$ cat src/rtl/agc_servo_pkg.sv
// Shared widths, state encoding and saturating helpers for the AGC servo loop.
package agc_servo_pkg;

    localparam int unsigned SCALE_W  = 17;
    localparam int unsigned OFFSET_W = 16;
    localparam int unsigned SQ_W     = 25;
    localparam int unsigned CNT_W    = 21;
    localparam int unsigned ERR_W    = SQ_W + 1;
    localparam int unsigned DIFF_W   = CNT_W + 1;
    localparam int unsigned DELTA_W  = DIFF_W + 1;
    localparam int unsigned ITER_W   = 16;
    localparam int unsigned USUM_W   = ERR_W + 2;
    localparam int unsigned SSUM_W   = DELTA_W + 1;

    typedef enum logic [2:0] {
        ST_IDLE,
        ST_LOAD,
        ST_APPLY,
        ST_TICK,
        ST_RUN,
        ST_SETTLE,
        ST_CAPTURE,
        ST_CALC
    } state_e;

    // Unsigned base plus signed delta, clamped to [0, 2^SCALE_W-1].
    function automatic logic [SCALE_W-1:0] sat_add_unsigned(
        input logic        [SCALE_W-1:0] base,
        input logic signed [ERR_W-1:0]   delta
    );
        logic signed [USUM_W-1:0] sum;
        sum = USUM_W'($signed({1'b0, base})) + USUM_W'(delta);
        if (sum[USUM_W-1]) begin
            return '0;
        end else if (|sum[USUM_W-2:SCALE_W]) begin
            return '1;
        end else begin
            return sum[SCALE_W-1:0];
        end
    endfunction

    // Signed base plus signed delta, clamped to the OFFSET_W two's complement range.
    function automatic logic [OFFSET_W-1:0] sat_add_signed(
        input logic signed [OFFSET_W-1:0] base,
        input logic signed [DELTA_W-1:0]  delta
    );
        logic signed [SSUM_W-1:0]   sum;
        logic [SSUM_W-OFFSET_W:0]   hi;
        sum = SSUM_W'(base) + SSUM_W'(delta);
        hi  = sum[SSUM_W-1:OFFSET_W-1];
        if (sum[SSUM_W-1] && !(&hi)) begin
            return {1'b1, {(OFFSET_W-1){1'b0}}};
        end else if (!sum[SSUM_W-1] && (|hi)) begin
            return {1'b0, {(OFFSET_W-1){1'b1}}};
        end else begin
            return sum[OFFSET_W-1:0];
        end
    endfunction

endpackage

$ cat src/rtl/agc_servo_update.sv
// Per-iteration scale/offset update, lock tracking and optional statistics.
// Optional statistics (iteration count, last error) built when AGC_SERVO_STATS_EN is defined.
module agc_servo_update
    import agc_servo_pkg::*;
#(
    parameter int unsigned SCALE_SHIFT  = 8,
    parameter int unsigned OFFSET_SHIFT = 4,
    parameter int unsigned SQ_TOL       = 1024,
    parameter int unsigned BAL_TOL      = 16,
    parameter int unsigned LOCK_COUNT   = 3
) (
    input  logic                clk_i,
    input  logic                rst_i,
    input  logic                init_i,
    input  logic                calc_i,
    input  logic                lock_clr_i,
    input  logic [SCALE_W-1:0]  scale_init_i,
    input  logic [OFFSET_W-1:0] offset_init_i,
    input  logic [SQ_W-1:0]     sq_target_i,
    input  logic [SQ_W-1:0]     sq_cap_i,
    input  logic [CNT_W-1:0]    gt_cap_i,
    input  logic [CNT_W-1:0]    lt_cap_i,
    output logic [SCALE_W-1:0]  scale_o,
    output logic [OFFSET_W-1:0] offset_o,
    output logic                locked_o,
    output logic [ITER_W-1:0]   iter_o,
    output logic [ERR_W-1:0]    sq_err_o
);

    localparam int unsigned LCNT_W = (LOCK_COUNT > 0) ? $clog2(LOCK_COUNT + 1) : 1;
    localparam logic [LCNT_W-1:0] LOCK_LIM = LCNT_W'(LOCK_COUNT);

    logic signed [ERR_W-1:0]   err_c;
    logic signed [ERR_W-1:0]   scale_step_c;
    logic signed [DIFF_W-1:0]  diff_c;
    logic signed [DIFF_W-1:0]  off_step_c;
    logic signed [DELTA_W-1:0] off_delta_c;
    logic [ERR_W-1:0]          err_abs_c;
    logic [DIFF_W-1:0]         diff_abs_c;
    logic                      in_tol_c;

    logic [SCALE_W-1:0]  scale_q,  scale_d;
    logic [OFFSET_W-1:0] offset_q, offset_d;
    logic [LCNT_W-1:0]   run_q,    run_d;
    logic                locked_q, locked_d;

    // Loop errors, steps and tolerance test from the captured accumulators.
    always_comb begin
        err_c        = $signed({1'b0, sq_target_i}) - $signed({1'b0, sq_cap_i});
        diff_c       = $signed({1'b0, gt_cap_i}) - $signed({1'b0, lt_cap_i});
        scale_step_c = err_c >>> SCALE_SHIFT;
        off_step_c   = diff_c >>> OFFSET_SHIFT;
        off_delta_c  = -(DELTA_W'(off_step_c));
        err_abs_c    = err_c[ERR_W-1] ? ERR_W'(-err_c) : ERR_W'(err_c);
        diff_abs_c   = diff_c[DIFF_W-1] ? DIFF_W'(-diff_c) : DIFF_W'(diff_c);
        in_tol_c     = (err_abs_c <= ERR_W'(SQ_TOL)) && (diff_abs_c <= DIFF_W'(BAL_TOL));
    end

    // Control values and lock run counter; lock follows the saturating counter.
    always_comb begin
        scale_d  = scale_q;
        offset_d = offset_q;
        run_d    = run_q;
        if (init_i) begin
            scale_d  = scale_init_i;
            offset_d = offset_init_i;
        end else if (calc_i) begin
            scale_d  = sat_add_unsigned(scale_q, scale_step_c);
            offset_d = sat_add_signed($signed(offset_q), off_delta_c);
        end
        if (lock_clr_i) begin
            run_d = '0;
        end else if (calc_i) begin
            if (in_tol_c) begin
                run_d = (run_q >= LOCK_LIM) ? run_q : run_q + LCNT_W'(1);
            end else begin
                run_d = '0;
            end
        end
        locked_d = (run_d >= LOCK_LIM);
    end

    // Update state registers.
    always_ff @(posedge clk_i) begin
        if (rst_i) begin
            scale_q  <= '0;
            offset_q <= '0;
            run_q    <= '0;
            locked_q <= 1'b0;
        end else begin
            scale_q  <= scale_d;
            offset_q <= offset_d;
            run_q    <= run_d;
            locked_q <= locked_d;
        end
    end

    assign scale_o  = scale_q;
    assign offset_o = offset_q;
    assign locked_o = locked_q;

`ifdef AGC_SERVO_STATS_EN
    logic [ITER_W-1:0] iter_q,   iter_d;
    logic [ERR_W-1:0]  sq_err_q, sq_err_d;

    // Iteration counter (wrapping) and last square error, updated per calculation.
    always_comb begin
        iter_d   = iter_q;
        sq_err_d = sq_err_q;
        if (calc_i) begin
            iter_d   = iter_q + ITER_W'(1);
            sq_err_d = err_c;
        end
    end

    // Statistics registers.
    always_ff @(posedge clk_i) begin
        if (rst_i) begin
            iter_q   <= '0;
            sq_err_q <= '0;
        end else begin
            iter_q   <= iter_d;
            sq_err_q <= sq_err_d;
        end
    end

    assign iter_o   = iter_q;
    assign sq_err_o = sq_err_q;
`else
    assign iter_o   = '0;
    assign sq_err_o = '0;
`endif

endmodule

$ cat src/rtl/dsp_counter_terminal_count.sv
// Fixed-length up counter with terminal-count flag; optionally halts at the last count.
module dsp_counter_terminal_count #(
    parameter int unsigned FIXED_TCOUNT   = 16,
    parameter bit          HALT_AT_TCOUNT = 1'b1
) (
    input  logic clk_i,
    input  logic rst_i,
    input  logic clr_i,
    input  logic en_i,
    output logic tc_c
);

    localparam int unsigned CW = (FIXED_TCOUNT > 1) ? $clog2(FIXED_TCOUNT) : 1;
    localparam logic [CW-1:0] LAST = CW'(FIXED_TCOUNT - 1);

    logic [CW-1:0] count_q;
    logic [CW-1:0] count_d;

    // Next count: clear wins, then advance or wrap/hold at the terminal value.
    always_comb begin
        count_d = count_q;
        if (clr_i) begin
            count_d = '0;
        end else if (en_i) begin
            if (count_q == LAST) begin
                count_d = HALT_AT_TCOUNT ? count_q : '0;
            end else begin
                count_d = count_q + CW'(1);
            end
        end
    end

    // Count register.
    always_ff @(posedge clk_i) begin
        if (rst_i) begin
            count_q <= '0;
        end else begin
            count_q <= count_d;
        end
    end

    assign tc_c = (count_q == LAST);

endmodule

$ cat src/rtl/agc_servo.sv
// Closed-loop AGC servo: window/settle/capture/calc/load/apply sequencing for one agc_core.
// Optional statistics ports (iter_o, sq_err_o) are live only when AGC_SERVO_STATS_EN is defined.
module agc_servo
    import agc_servo_pkg::*;
#(
    parameter int unsigned TCOUNT       = 131072,
    parameter int unsigned SETTLE       = 6,
    parameter int unsigned SCALE_SHIFT  = 8,
    parameter int unsigned OFFSET_SHIFT = 4,
    parameter int unsigned SQ_TOL       = 1024,
    parameter int unsigned BAL_TOL      = 16,
    parameter int unsigned LOCK_COUNT   = 3
) (
    input  logic                clk_i,
    input  logic                rst_i,
    input  logic                enable_i,
    input  logic [SQ_W-1:0]     sq_target_i,
    input  logic [SCALE_W-1:0]  scale_init_i,
    input  logic [OFFSET_W-1:0] offset_init_i,
    input  logic [SQ_W-1:0]     sq_accum_i,
    input  logic [CNT_W-1:0]    gt_accum_i,
    input  logic [CNT_W-1:0]    lt_accum_i,
    output logic                agc_tick_o,
    output logic                agc_ce_o,
    output logic [SCALE_W-1:0]  agc_scale_o,
    output logic [OFFSET_W-1:0] agc_offset_o,
    output logic                agc_scale_ce_o,
    output logic                agc_offset_ce_o,
    output logic                agc_apply_o,
    output logic                busy_o,
    output logic                locked_o,
    output logic [ITER_W-1:0]   iter_o,
    output logic [ERR_W-1:0]    sq_err_o
);

    state_e state_q, state_d;

    logic tick_q, tick_d;
    logic ce_q, ce_d;
    logic load_q, load_d;
    logic apply_q, apply_d;
    logic busy_q, busy_d;

    logic [SQ_W-1:0]  sq_cap_q, sq_cap_d;
    logic [CNT_W-1:0] gt_cap_q, gt_cap_d;
    logic [CNT_W-1:0] lt_cap_q, lt_cap_d;

    logic load_init_c;
    logic lock_clr_c;
    logic win_tc_c;
    logic settle_tc_c;

    // Measurement window: cleared on the tick, counts through RUN.
    dsp_counter_terminal_count #(
        .FIXED_TCOUNT   (TCOUNT),
        .HALT_AT_TCOUNT (1'b1)
    ) u_win_cnt (
        .clk_i (clk_i),
        .rst_i (rst_i),
        .clr_i (state_q == ST_TICK),
        .en_i  (state_q == ST_RUN),
        .tc_c  (win_tc_c)
    );

    // Settle delay: cleared during RUN, counts through SETTLE.
    dsp_counter_terminal_count #(
        .FIXED_TCOUNT   (SETTLE),
        .HALT_AT_TCOUNT (1'b1)
    ) u_settle_cnt (
        .clk_i (clk_i),
        .rst_i (rst_i),
        .clr_i (state_q == ST_RUN),
        .en_i  (state_q == ST_SETTLE),
        .tc_c  (settle_tc_c)
    );

    // Next state, update controls, accumulator capture and next registered outputs.
    always_comb begin
        state_d     = state_q;
        load_init_c = 1'b0;
        lock_clr_c  = 1'b0;
        sq_cap_d    = sq_cap_q;
        gt_cap_d    = gt_cap_q;
        lt_cap_d    = lt_cap_q;
        case (state_q)
            ST_IDLE: begin
                if (enable_i) begin
                    state_d     = ST_LOAD;
                    load_init_c = 1'b1;
                end
            end
            ST_LOAD:  state_d = ST_APPLY;
            ST_APPLY: begin
                if (enable_i) begin
                    state_d = ST_TICK;
                end else begin
                    state_d    = ST_IDLE;
                    lock_clr_c = 1'b1;
                end
            end
            ST_TICK:  state_d = ST_RUN;
            ST_RUN: begin
                if (win_tc_c) begin
                    state_d = ST_SETTLE;
                end
            end
            ST_SETTLE: begin
                if (settle_tc_c) begin
                    state_d = ST_CAPTURE;
                end
            end
            ST_CAPTURE: begin
                sq_cap_d = sq_accum_i;
                gt_cap_d = gt_accum_i;
                lt_cap_d = lt_accum_i;
                state_d  = ST_CALC;
            end
            ST_CALC:  state_d = ST_LOAD;
            default:  state_d = ST_IDLE;
        endcase
        tick_d  = (state_d == ST_TICK);
        ce_d    = (state_d == ST_RUN);
        load_d  = (state_d == ST_LOAD);
        apply_d = (state_d == ST_APPLY);
        busy_d  = (state_d != ST_IDLE);
    end

    // State, strobe and capture registers.
    always_ff @(posedge clk_i) begin
        if (rst_i) begin
            state_q  <= ST_IDLE;
            tick_q   <= 1'b0;
            ce_q     <= 1'b0;
            load_q   <= 1'b0;
            apply_q  <= 1'b0;
            busy_q   <= 1'b0;
            sq_cap_q <= '0;
            gt_cap_q <= '0;
            lt_cap_q <= '0;
        end else begin
            state_q  <= state_d;
            tick_q   <= tick_d;
            ce_q     <= ce_d;
            load_q   <= load_d;
            apply_q  <= apply_d;
            busy_q   <= busy_d;
            sq_cap_q <= sq_cap_d;
            gt_cap_q <= gt_cap_d;
            lt_cap_q <= lt_cap_d;
        end
    end

    agc_servo_update #(
        .SCALE_SHIFT  (SCALE_SHIFT),
        .OFFSET_SHIFT (OFFSET_SHIFT),
        .SQ_TOL       (SQ_TOL),
        .BAL_TOL      (BAL_TOL),
        .LOCK_COUNT   (LOCK_COUNT)
    ) u_update (
        .clk_i         (clk_i),
        .rst_i         (rst_i),
        .init_i        (load_init_c),
        .calc_i        (state_q == ST_CALC),
        .lock_clr_i    (lock_clr_c),
        .scale_init_i  (scale_init_i),
        .offset_init_i (offset_init_i),
        .sq_target_i   (sq_target_i),
        .sq_cap_i      (sq_cap_q),
        .gt_cap_i      (gt_cap_q),
        .lt_cap_i      (lt_cap_q),
        .scale_o       (agc_scale_o),
        .offset_o      (agc_offset_o),
        .locked_o      (locked_o),
        .iter_o        (iter_o),
        .sq_err_o      (sq_err_o)
    );

    // The window enable is masked by reset so the core stops accumulating in the reset cycle itself.
    assign agc_ce_o        = ce_q & ~rst_i;
    assign agc_tick_o      = tick_q;
    assign agc_scale_ce_o  = load_q;
    assign agc_offset_ce_o = load_q;
    assign agc_apply_o     = apply_q;
    assign busy_o          = busy_q;

endmodule

$ cat config.mk
export PLATFORM = sky130hd
export DESIGN_NAME = agc_servo
export DESIGN_NICKNAME = d
export VERILOG_FILES = /design/src/rtl/agc_servo_pkg.sv /design/src/rtl/agc_servo_update.sv /design/src/rtl/dsp_counter_terminal_count.sv /design/src/rtl/agc_servo.sv
export SDC_FILE = /design/constraint.sdc
export NUM_CORES = 1
export LEC_CHECK = 0
export ABC_AREA = 0
export BUFFER_PORTS_ARGS = -buffer_cell sky130_fd_sc_hd__buf_2
export CAP_MARGIN = 20
export CORE_AREA = 3 3 161 163
export CTS_BUF_LIST = sky130_fd_sc_hd__clkbuf_4
export CTS_CLUSTER_DIAMETER = 120
export CTS_CLUSTER_SIZE = 25
export DETAILED_ROUTE_END_ITERATION = 10
export DIE_AREA = 0 0 164 166
export PLACE_DENSITY = 0.66
export SYNTH_ARGS = -nofsm -noshare
export SYNTH_HDL_FRONTEND = slang
export SYNTH_SLANG_ARGS = --single-unit
$ cat constraint.sdc
create_clock -name clk_i -period 8.84 [get_ports clk_i]
set_input_delay 0.442 -clock clk_i [delete_from_list [all_inputs] [get_ports clk_i]]
set_output_delay 0.442 -clock clk_i [all_outputs]
set_load 0.01 [all_outputs]
Yosys cells after proc, flatten, opt, wreduce, memory -nomap -nowiden

Index checks and enable logic that the tools add are counted.

$lt $le $gt $ge: 4
Equal/unequal tests: 13
Bitwise logic cells: 4
Reduce and logical (&&, ||, !) cells: 15
Muxes and demuxes: 23
$add $sub $neg: 10

Operators with widths:

| operator                | number |
|---|---|
| $mux W17                | 4 |
| $mux W16                | 4 |
| $le A26 B11 Y1 const B  | 1 |
| $mux W26                | 1 |
| $neg A26 Y26            | 1 |
| $sub A25 B25 Y26        | 1 |
| $add A16 B23 Y24        | 1 |
| $pmux W3 S8             | 1 |
| $neg A18 Y23            | 1 |
| $le A22 B5 Y1 const B   | 1 |
| $mux W22                | 1 |
| $neg A22 Y22            | 1 |
| $sub A21 B21 Y22        | 1 |
| $add A18 B18 Y19        | 1 |
| $eq A3 B3 Y1 const B    | 6 |
| $add A17 B1 Y17 const B | 1 |
| $eq A17 B17 Y1 const B  | 1 |
| $eq A3 B2 Y1 const B    | 4 |
| $mux W2                 | 5 |
| $reduce_or A10 Y1       | 1 |
| $mux W3                 | 3 |
| $reduce_and A9 Y1       | 1 |
| $reduce_or A9 Y1        | 1 |
| $eq A3 B1 Y1 const B    | 2 |
| other kinds (13)        | 24 |

Register bits: 131
Input port bits: 128
Output and inout bits: 82

Logic depth before layout (Yosys ltp)

Gate-level depths: netlist of run 1.

Depth after elaboration: 9
Mapped depth: 24

Hierarchy

A second synthesis of run 1 with hierarchy kept.

Cells, all modules: 1,535
Area, all modules: 11,343.4 um2

Modules (own cells, without submodules):

| module                                    | instances | area an instance (um2) | cells an instance | seq. area each (um2) |
|---|---|---|---|---|
| agc_servo_update                          | 1         | 7,664.9                | 1,095             | 720.7 |
| agc_servo                                 | 1         | 2,696.3                | 337               | 1,501.4 |
| dsp_counter_terminal_count (u_win_cnt)    | 1         | 800.8                  | 86                | 340.3 |
| dsp_counter_terminal_count (u_settle_cnt) | 1         | 181.4                  | 17                | 60.1 |

Worst setup path before layout of run 1

Ideal clock, no wire load.

Path kind: input to register
From: input port sq_target_i[0]
To: register u_update.scale_q[10] (netlist: u_update.scale_o[10])
Arrival: 5.280 ns
Path slack: 3.489 ns
Buffers on the path: 1
Setup time: 0.070 ns
Data required time: 8.770 ns
Stages: 24
Path through: inv_1 ha_1 inv_1 fa_1 a211o_1 a211o_1 a311oi_1 o21ai_0 ha_1 inv_1 fa_1 nor2b_1 o21ai_0 a21boi_1 o21a_1 o21a_1 o2111ai_1 a31oi_1 a311oi_1 o21ai_0 a311oi_1 clkbuf_1 o21ai_0 a21oi_1

Longest elaborated chain between the ends: 7

Ends and longest elaborated chain:

| what                 | line                   | text |
|---|---|---|
| from (decl)          | agc_servo.sv:17        | `input logic [SQ_W-1:0] sq_target_i,` |
| $sub A25 B25 Y26 (*) | agc_servo_update.sv:49 | `err_c = $signed({1'b0, sq_target_i}) - $signed({1'b0, sq_cap_i});` |
| $add A18 B18 Y19 (*) | agc_servo_pkg.sv:32    | `sum = USUM_W'($signed({1'b0, base})) + USUM_W'(delta);` |
| $reduce_or A10 Y1    | agc_servo_pkg.sv:35    | `end else if (\|sum[USUM_W-2:SCALE_W]) begin` |
| $mux W17             | agc_servo_pkg.sv:35    |  |
| $mux W17 (*)         | agc_servo_pkg.sv:33    | `if (sum[USUM_W-1]) begin` |
| $mux W17 (*)         | agc_servo_update.sv:67 | `end else if (calc_i) begin` |
| $mux W17 (*)         | agc_servo_update.sv:64 | `if (init_i) begin` |
| to (signal assigned) | agc_servo_update.sv:91 | `scale_q <= scale_d;` |
| to (decl)            | agc_servo_update.sv:42 | `logic [SCALE_W-1:0] scale_q, scale_d;` |

Every way passes the cells marked *; elsewhere a longest branch is shown, timed or not. The select of a mux whose other input is x is not followed.
A chain may end at the register's enable or synchronous reset.

Final worst setup path of run 1

From: register gt_cap_q[0]
To: register u_update.offset_q[14] (netlist: u_update.offset_o[14])

Longest elaborated chain between the ends: 9

Ends and longest elaborated chain:

| what                                                    | line                                     | text |
|---|---|---|
| from (decl)                                             | agc_servo.sv:45                          | `logic [CNT_W-1:0] gt_cap_q, gt_cap_d;` |
| from (signal assigned)                                  | agc_servo.sv:148                         | `gt_cap_q <= gt_cap_d;` |
| $sub A21 B21 Y22 (*)                                    | agc_servo_update.sv:50                   | `diff_c = $signed({1'b0, gt_cap_i}) - $signed({1'b0, lt_cap_i});` |
| $neg A18 Y23 (*)                                        | agc_servo_update.sv:53                   | `off_delta_c = -(DELTA_W'(off_step_c));` |
| $add A16 B23 Y24 (*)                                    | agc_servo_pkg.sv:49                      | `sum = SSUM_W'(base) + SSUM_W'(delta);` |
| $reduce_or A9 Y1 (tied with other cells)                | agc_servo_pkg.sv:53                      | `end else if (!sum[SSUM_W-1] && (\|hi)) begin` |
| $logic_and A1 B1 Y1 or $logic_not A1 Y1 (tied branches) | agc_servo_pkg.sv:53, agc_servo_pkg.sv:51 |  |
| $mux W16 or $logic_and A1 B1 Y1 (tied branches)         | agc_servo_pkg.sv:53, agc_servo_pkg.sv:51 |  |
| $mux W16 (*)                                            | agc_servo_pkg.sv:51                      | `if (sum[SSUM_W-1] && !(&hi)) begin` |
| $mux W16 (*)                                            | agc_servo_update.sv:67                   |  |
| $mux W16 (*)                                            | agc_servo_update.sv:64                   |  |
| to (signal assigned)                                    | agc_servo_update.sv:92                   | `offset_q <= offset_d;` |
| to (decl)                                               | agc_servo_update.sv:43                   | `logic [OFFSET_W-1:0] offset_q, offset_d;` |

Marks and branches as above.

==> impl_metrics.json, run 1 <==
{
  "die_w_um": 164,
  "synth_largest_type_area_fraction": 0.238,
  "post_synth_num_cell_types": 94,
  "layout_cell_share_with_drive_strength_beyond_1": 0.146,
  "cts_tree": "yes",
  "result_of_the_run": "complete, no violations",
  "tightestPinTransition_ns": 1.03,
  "grt_use_total": 0.213,
  "drtIter0Drc": 698,
  "synth_enable_flop_cells": 0,
  "floorplan.rows": 57,
  "power_mw": 1.74,
  "final_util": 0.502,
  "arrival_worst_endpoint_ns": 6.34,
  "ys_top_cells_by_area": "sky130_fd_sc_hd__dfxtp_1, sky130_fd_sc_hd__ha_1, sky130_fd_sc_hd__a21oi_1",
  "globalRouteOverflowTotal": 0,
  "worst_clock_skew_ns": 0.0361,
  "worstSkewPairLatency_ns": 0.57,
  "post_cts_resize_count": 0,
  "numPortBuffers": 167,
  "slew_violations": 0,
  "synthArstFlopShare": 0,
  "crit_path_start_kind": "flip-flop",
  "post_drt_wl_per_cell_um": 15.2,
  "first_pass_iters": 5,
  "share_of_the_cycle_needed_by_the_critical_path_after_routing": 0.663,
  "drv.max_cap_violation_count": 0,
  "grt_max_degree": 69,
  "cell_chain_critical_path": "inv_1, ha_1, inv_1, fa_1, a21o_1, a22o_1, o31ai_2, o211ai_1, xnor2_1, ha_1, a21o_1, a21o_1, o311a_1, a31o_2, a31oi_1, a32oi_1, a21oi_1, o21ai_0, a21oi_1",
  "cts-htree-levels": 4,
  "synth.yosys.warnings": 0,
  "cts_setup_buffers": 0,
  "cts_root_buf": "sky130_fd_sc_hd__clkbuf_4",
  "worstPathMaxFanout": 15,
  "ys.flop_type": "sky130_fd_sc_hd__dfxtp_1",
  "syn_area_per_cell_um2": 7.33,
  "timing.critical_path.slowest_cell_delay_ns": 0.84,
  "met2_track_demand_over_resource": 0.303,
  "fmax_mhz": 171,
  "hold_violations": 0,
  "die-height_um": 166,
  "place_inst": 1946,
  "critical-path-top-delay-family": "compound AO/OA/AOI/OAI gates",
  "count_leader_synth": "sky130_fd_sc_hd__nand2_1",
  "grtUsageMet1": 0.335,
  "global_route_wire_length_before_repair_um": 48400,
  "syn_inst": 1504,
  "rsz0062_at_grt": "no",
  "critical-path-slowest-cell": "sky130_fd_sc_hd__a21oi_1",
  "power_density_nw_per_um2": 142,
  "critPathCaptureType": "flip-flop",
  "route.final.wire_length_um": 30100,
  "final_nets": 1858,
  "die_ar_um2": 27200,
  "yosysSeqAreaShare": 0.238,
  "synth_top_cells_by_count": "sky130_fd_sc_hd__nand2_1, sky130_fd_sc_hd__a21oi_1, sky130_fd_sc_hd__dfxtp_1, sky130_fd_sc_hd__nor2_1, sky130_fd_sc_hd__inv_1",
  "synth_area_um2": 11000,
  "layout-area-overhead-vs-synth_pct": 11.4,
  "worst_ir_drop_vdd_mv": 0.0814,
  "worstHoldPathType": "input port to flip-flop",
  "floorplan.initialDensity": 0.450,
  "clkTransAtPathRegs_ns": 0.16,
  "top_usage_layer": "met1",
  "buffer_levels_on_the_longest_clock_path": 2,
  "ioPinCount": 210,
  "max-slew-margin-rel": 0.315,
  "synthesis_stage_register_bit_count": 131,
  "vias": 10884,
  "setup_violations": 0,
  "drt-vias-per-instance": 5.50,
  "cp_data_required_time_ns": 9.32,
  "cp.buffers_inverters": 2,
  "total_leakage_power_nw": 5.08,
  "netlist.top_cell.by_area": "sky130_fd_sc_hd__dfxtp_1",
  "grt_use_met3": 0.0324,
  "numClockSinks": 131,
  "postCtsHoldBufs": 0,
  "design_area_um2": 12300,
  "place_congestion": 0.896,
  "number_of_antenna_violations_at_the_first_check_in_global_routing": 1,
  "post-dp-hpwl_um": 23700,
  "setup_tns_ns": 0,
  "core-area_um2": 24500,
  "path_class": "flip-flop to flip-flop",
  "placedInstanceArea_um2": 11900,
  "drt_drc_violations_left": 0,
  "num-fill-cells": 2483,
  "finalNonFillerCells": 1979,
  "numCtsBuffers": 17,
  "final_period_minus_worst_setup_slack_ns": 5.86,
  "number_of_global_route_vias_before_repair": 9822,
  "cpMostUsedCell": "sky130_fd_sc_hd__a21o_1",
  "ant_nets": 0
}
-- layer usage --
metal | wire, um | part of all wire
met1 | 15700 | 0.52
met2 | 12200 | 0.40
met3 | 1760 | 0.059
met4 | 415 | 0.014
met5 | 0 | 0
-- final cells by class --
class	count	area (um2)	share of cell area
inverter	103	387	0.0315
multi-input combinational	1213	7640	0.622
antenna	1	2.50	0.000204
sequential	131	2620	0.214
clock inverter	14	189	0.0154
clock buffer	18	135	0.0110
tap	324	405	0.0330
timing repair buffer	175	898	0.0732
-- cell families (layout without fill, tap and decap cells) --
family,after synthesis,count (layout),share of synthesized area
other cells,1,43,0.000340
xor+xnor,71,71,0.0571
compound gates,474,474,0.281
buf+inv,201,310,0.0842
simple gates,527,527,0.226
fa+ha+maj,89,89,0.104
mux,10,10,0.00931
flops,131,131,0.238
-- layout by cell type, fill, tap and decap left out, drive strengths merged, types with 6 or more instances in the layout --
master and instances:
a21o 28, o21ai 89, nor2b 12, mux2i 8, and4 6, dfxtp 131, clkbuf 18, o21a 18
a211oi 21, nor3 40, o2111ai 6, a31oi 16, or3 9, a311oi 6, inv 110, xor2 27
o211ai 17, xnor2 44, or2 14, nand3 32, nand4 13, ha 85, buf 175, and3 20
nor2 110, conb 42, nand2b 22, nor4 9, a211o 9, and2 14, nand2 207, o31ai 10
a22oi 33, a21oi 157
-- worst reg2reg max path, cell delays in order, from the launching register on --
cell and delay [ns]:
sky130_fd_sc_hd__dfxtp_1 0.33, sky130_fd_sc_hd__inv_1 0.05, sky130_fd_sc_hd__ha_1 0.14, sky130_fd_sc_hd__inv_1 0.05, sky130_fd_sc_hd__fa_1 0.40, sky130_fd_sc_hd__a21o_1 0.24, sky130_fd_sc_hd__a22o_1 0.19, sky130_fd_sc_hd__o31ai_2 0.27
sky130_fd_sc_hd__o211ai_1 0.21, sky130_fd_sc_hd__xnor2_1 0.61, sky130_fd_sc_hd__ha_1 0.41, sky130_fd_sc_hd__a21o_1 0.19, sky130_fd_sc_hd__a21o_1 0.22, sky130_fd_sc_hd__o311a_1 0.40, sky130_fd_sc_hd__a31o_2 0.27, sky130_fd_sc_hd__a31oi_1 0.34
sky130_fd_sc_hd__a32oi_1 0.17, sky130_fd_sc_hd__a21oi_1 0.84, sky130_fd_sc_hd__o21ai_0 0.27, sky130_fd_sc_hd__a21oi_1 0.21
-- path summary, 6_finish.rpt --
path / start / to / depth (start not counted) / slack, ns
hold / removal: sq_accum_i[3] / sq_cap_q[3] / 3 / 0.09
setup / recovery: gt_cap_q[0] / u_update.offset_o[14] / 19 / 2.98
setup reg to reg: gt_cap_q[0] / u_update.offset_o[14] / 19 / 2.98
hold reg to reg: lt_cap_q[17] / lt_cap_q[17] / 2 / 0.46
-- power by group --
part | total [mW] | switching [mW] | internal, mW
Combinational | 0.620 | 0.361 | 0.258
Sequential | 0.631 | 0.0204 | 0.611
Clock | 0.488 | 0.279 | 0.209
-- through the flow --
stage	hold WS (ns)	setup WS, ns
CTS	0.0548	3.00
finish	0.0883	2.98
global route	0.0447	2.55
detailed placement	0.448	2.82
floorplan	0.436	3.49
global placement	0.443	2.96
-- flip-flops by register name, indices dropped and copies added (netlist names), 2 cells and up --
name                  cells
gt_cap_q                 21
lt_cap_q                 21
sq_cap_q                 25
state_q                   3
u_settle_cnt.count_q      3
u_update.offset_o        16
u_update.run_q            2
u_update.scale_o         17
u_win_cnt.count_q        17
No activity file was read; power rests on OpenSTA's default activity.
==> run 2, diff against run 1 <==
==> constraint.sdc (replaced) <==
create_clock -name clk_i -period 6.15 [get_ports clk_i]
set_input_delay 0.3075 -clock clk_i [delete_from_list [all_inputs] [get_ports clk_i]]
set_output_delay 0.3075 -clock clk_i [all_outputs]
set_load 0.01 [all_outputs]
==> run 2 against run 1 <==
- fmax increased by 4.8%
- routed wire length increased by 3.9%
- worst setup slack worse by 2.4 ns
- final cell count grew 4.0%
- highest routed layer unchanged
- core utilization is 2.9 points higher
- critical path type unchanged
==> impl_metrics.json, run 2 (same netlist as run 1, synthesis figures left out) <==
{
  "final_period_minus_worst_setup_slack_ns": 5.59,
  "numCtsBuffers": 17,
  "drt-vias-per-instance": 5.49,
  "path_class": "flip-flop to flip-flop",
  "wl_met2_um": 12900,
  "tightestPinTransition_ns": 0.821,
  "reg2reg_slack_ns": 0.56,
  "total_leakage_power_nw": 5.37,
  "route.final.wire_length_um": 31300,
  "die_ar_um2": 27200,
  "die_w_um": 164,
  "drv.max_cap_violation_count": 0,
  "globalRouteOverflowTotal": 0,
  "hp-start": "scale_init_i[11]",
  "rsz0062_at_grt": "no",
  "reg_top3": "sq_cap_q: 25 flops, gt_cap_q: 21 flops, lt_cap_q: 21 flops",
  "worst_clock_skew_ns": 0.0379,
  "fmax_mhz": 179,
  "cts_root_buf": "sky130_fd_sc_hd__clkbuf_4",
  "worstPathMaxFanout": 17,
  "crit_path_start_kind": "flip-flop",
  "hold_violations": 0,
  "number_of_global_route_vias_before_repair": 10297,
  "floorplan.rows": 57,
  "layout_cell_share_with_drive_strength_beyond_1": 0.141,
  "wl_met1_um": 15900,
  "first_pass_iters": 5,
  "sum_of_met3_wire_segment_lengths_after_detailed_routing_um": 2050,
  "ioPinCount": 210,
  "reg2regPathDepth": 23,
  "drt_drc_violations_left": 0,
  "mostFrequentLayoutCells": "sky130_fd_sc_hd__nand2_1, sky130_fd_sc_hd__buf_2, sky130_fd_sc_hd__a21oi_1",
  "ant_nets": 0,
  "core-area_um2": 24500,
  "arrival_worst_endpoint_ns": 6.01,
  "layout.cells.most_common": "sky130_fd_sc_hd__nand2_1",
  "highest-signal-layer": "met4",
  "numClockSinks": 131,
  "whs_path_depth": 3,
  "register_ranked_first_by_flip_flop_count": "sq_cap_q",
  "result_of_the_run": "complete, no violations",
  "slew_violations": 0,
  "setup_tns_ns": 0,
  "post_drt_wl_per_cell_um": 15.2,
  "floorplan.initialDensity": 0.450,
  "share_of_the_cycle_needed_by_the_critical_path_after_routing": 0.909,
  "number_of_antenna_violations_at_the_first_check_in_global_routing": 2,
  "buffer_levels_on_the_longest_clock_path": 2,
  "cp_data_required_time_ns": 6.57,
  "setup_ws_ns": 0.558,
  "die-height_um": 166,
  "critPathCaptureType": "flip-flop",
  "place_ws_ns": 0.428,
  "min_delay_worst_endpoint": "u_update.scale_o[11]",
  "power_density_nw_per_um2": 187,
  "final_nets": 1936,
  "cts-htree-levels": 4,
  "global_route_wire_length_before_repair_um": 50700,
  "setup_violations": 0,
  "grt_use_total": 0.223,
  "numPortBuffers": 167,
  "post-dp-hpwl_um": 23800,
  "vias": 11301,
  "layout-area-overhead-vs-synth_pct": 17.8,
  "cts_tree": "yes",
  "rr_endpoint": "u_update.scale_o[16]",
  "grt_max_degree": 78,
  "worst_ir_drop_vdd_mv": 0.108,
  "worstSkewPairLatency_ns": 0.57,
  "worstHoldPathType": "input port to flip-flop",
  "place_congestion": 0.885,
  "max-slew-margin-rel": 0.453,
  "drtIter0Drc": 879,
  "timing.rr.start": "sq_cap_q[0]",
  "largest_register_ffs": 25,
  "clkTransAtPathRegs_ns": 0.15
}
[run 2: report_power, final]
part | switching (mW) | total [mW] | internal [mW]
clock network | 0.407 | 0.578 | 0.171
logic | 0.534 | 0.935 | 0.400
registers | 0.0316 | 0.910 | 0.878
total | 0.973 | 2.42 | 1.45
[run 2: final cells by class]
class	instances	area, um2
inverter	103	387
fill	2395	11500
clock inverter	15	124
multi-input combinational	1213	7640
tap	324	405
sequential	131	2620
antenna	2	5.00
clock buffer	17	128
timing repair buffer	253	1670
[run 2: stage by stage]
| stage | power (mW) | cells | hold slack, ns | cell area, um2 | utilization |
|---|---|---|---|---|---|
| final | 2.42 | 2058 | 0.0292 | 13000 | 0.531 |
| after detailed placement | 1.81 | 1950 | 0.447 | 12000 | 0.490 |
| after global routing | 2.58 | 2058 | 0.00952 | 13000 | 0.531 |
| after CTS | 2.42 | 2056 | 0.000902 | 13000 | 0.530 |
| after global placement | 1.80 | 1949 | 0.444 | 12000 | 0.489 |
| after floorplan | 1.59 | 1545 | 0.436 | 11200 | - |
[run 2: worst max path at each step]
stage                         from                   end  depth (start not counted)
finish                 sq_cap_q[0]  u_update.scale_o[16]                         23
global route           sq_cap_q[0]   u_update.scale_o[6]                         21
CTS                    sq_cap_q[0]  u_update.scale_o[16]                         23
detailed placement  sq_target_i[0]  u_update.scale_o[16]                         25
global placement    sq_target_i[0]  u_update.scale_o[16]                         25
floorplan           sq_target_i[0]  u_update.scale_o[10]                         24
[run 2: worst max-delay path, cell delays in order (launching register included)]
cell,delay (ns)
sky130_fd_sc_hd__dfxtp_1,0.37
sky130_fd_sc_hd__ha_1,0.16
sky130_fd_sc_hd__inv_1,0.05
sky130_fd_sc_hd__fa_1,0.40
sky130_fd_sc_hd__a211o_1,0.38
sky130_fd_sc_hd__a211o_1,0.33
sky130_fd_sc_hd__a2111o_1,0.40
sky130_fd_sc_hd__o21ai_0,0.18
sky130_fd_sc_hd__ha_1,0.25
sky130_fd_sc_hd__inv_1,0.06
sky130_fd_sc_hd__fa_1,0.40
sky130_fd_sc_hd__nor2b_1,0.13
sky130_fd_sc_hd__o21ai_0,0.11
sky130_fd_sc_hd__a21boi_1,0.21
sky130_fd_sc_hd__o21a_1,0.15
sky130_fd_sc_hd__o21a_1,0.15
sky130_fd_sc_hd__o2111ai_1,0.15
sky130_fd_sc_hd__a31oi_1,0.33
sky130_fd_sc_hd__a311oi_2,0.22
sky130_fd_sc_hd__o21ai_0,0.23
sky130_fd_sc_hd__a311oi_1,0.12
sky130_fd_sc_hd__buf_4,0.23
sky130_fd_sc_hd__a2111oi_0,0.36
sky130_fd_sc_hd__nor3_1,0.09
[run 2: timing repair]
action | in CTS | in global routing
gates resized for setup | 0 | 1
setup buffers | 0 | 0
endpoints found under the hold margin | 74 | 0
endpoints found under the setup margin | 0 | 11
hold buffers | 74 | 0
[run 2: routing by layer]
layer  global-route usage  up-vias
li1                     -     5746
met1                0.344     5129
met2                0.328      394
met3               0.0274       32
met4               0.0541        0
met5                    0        -
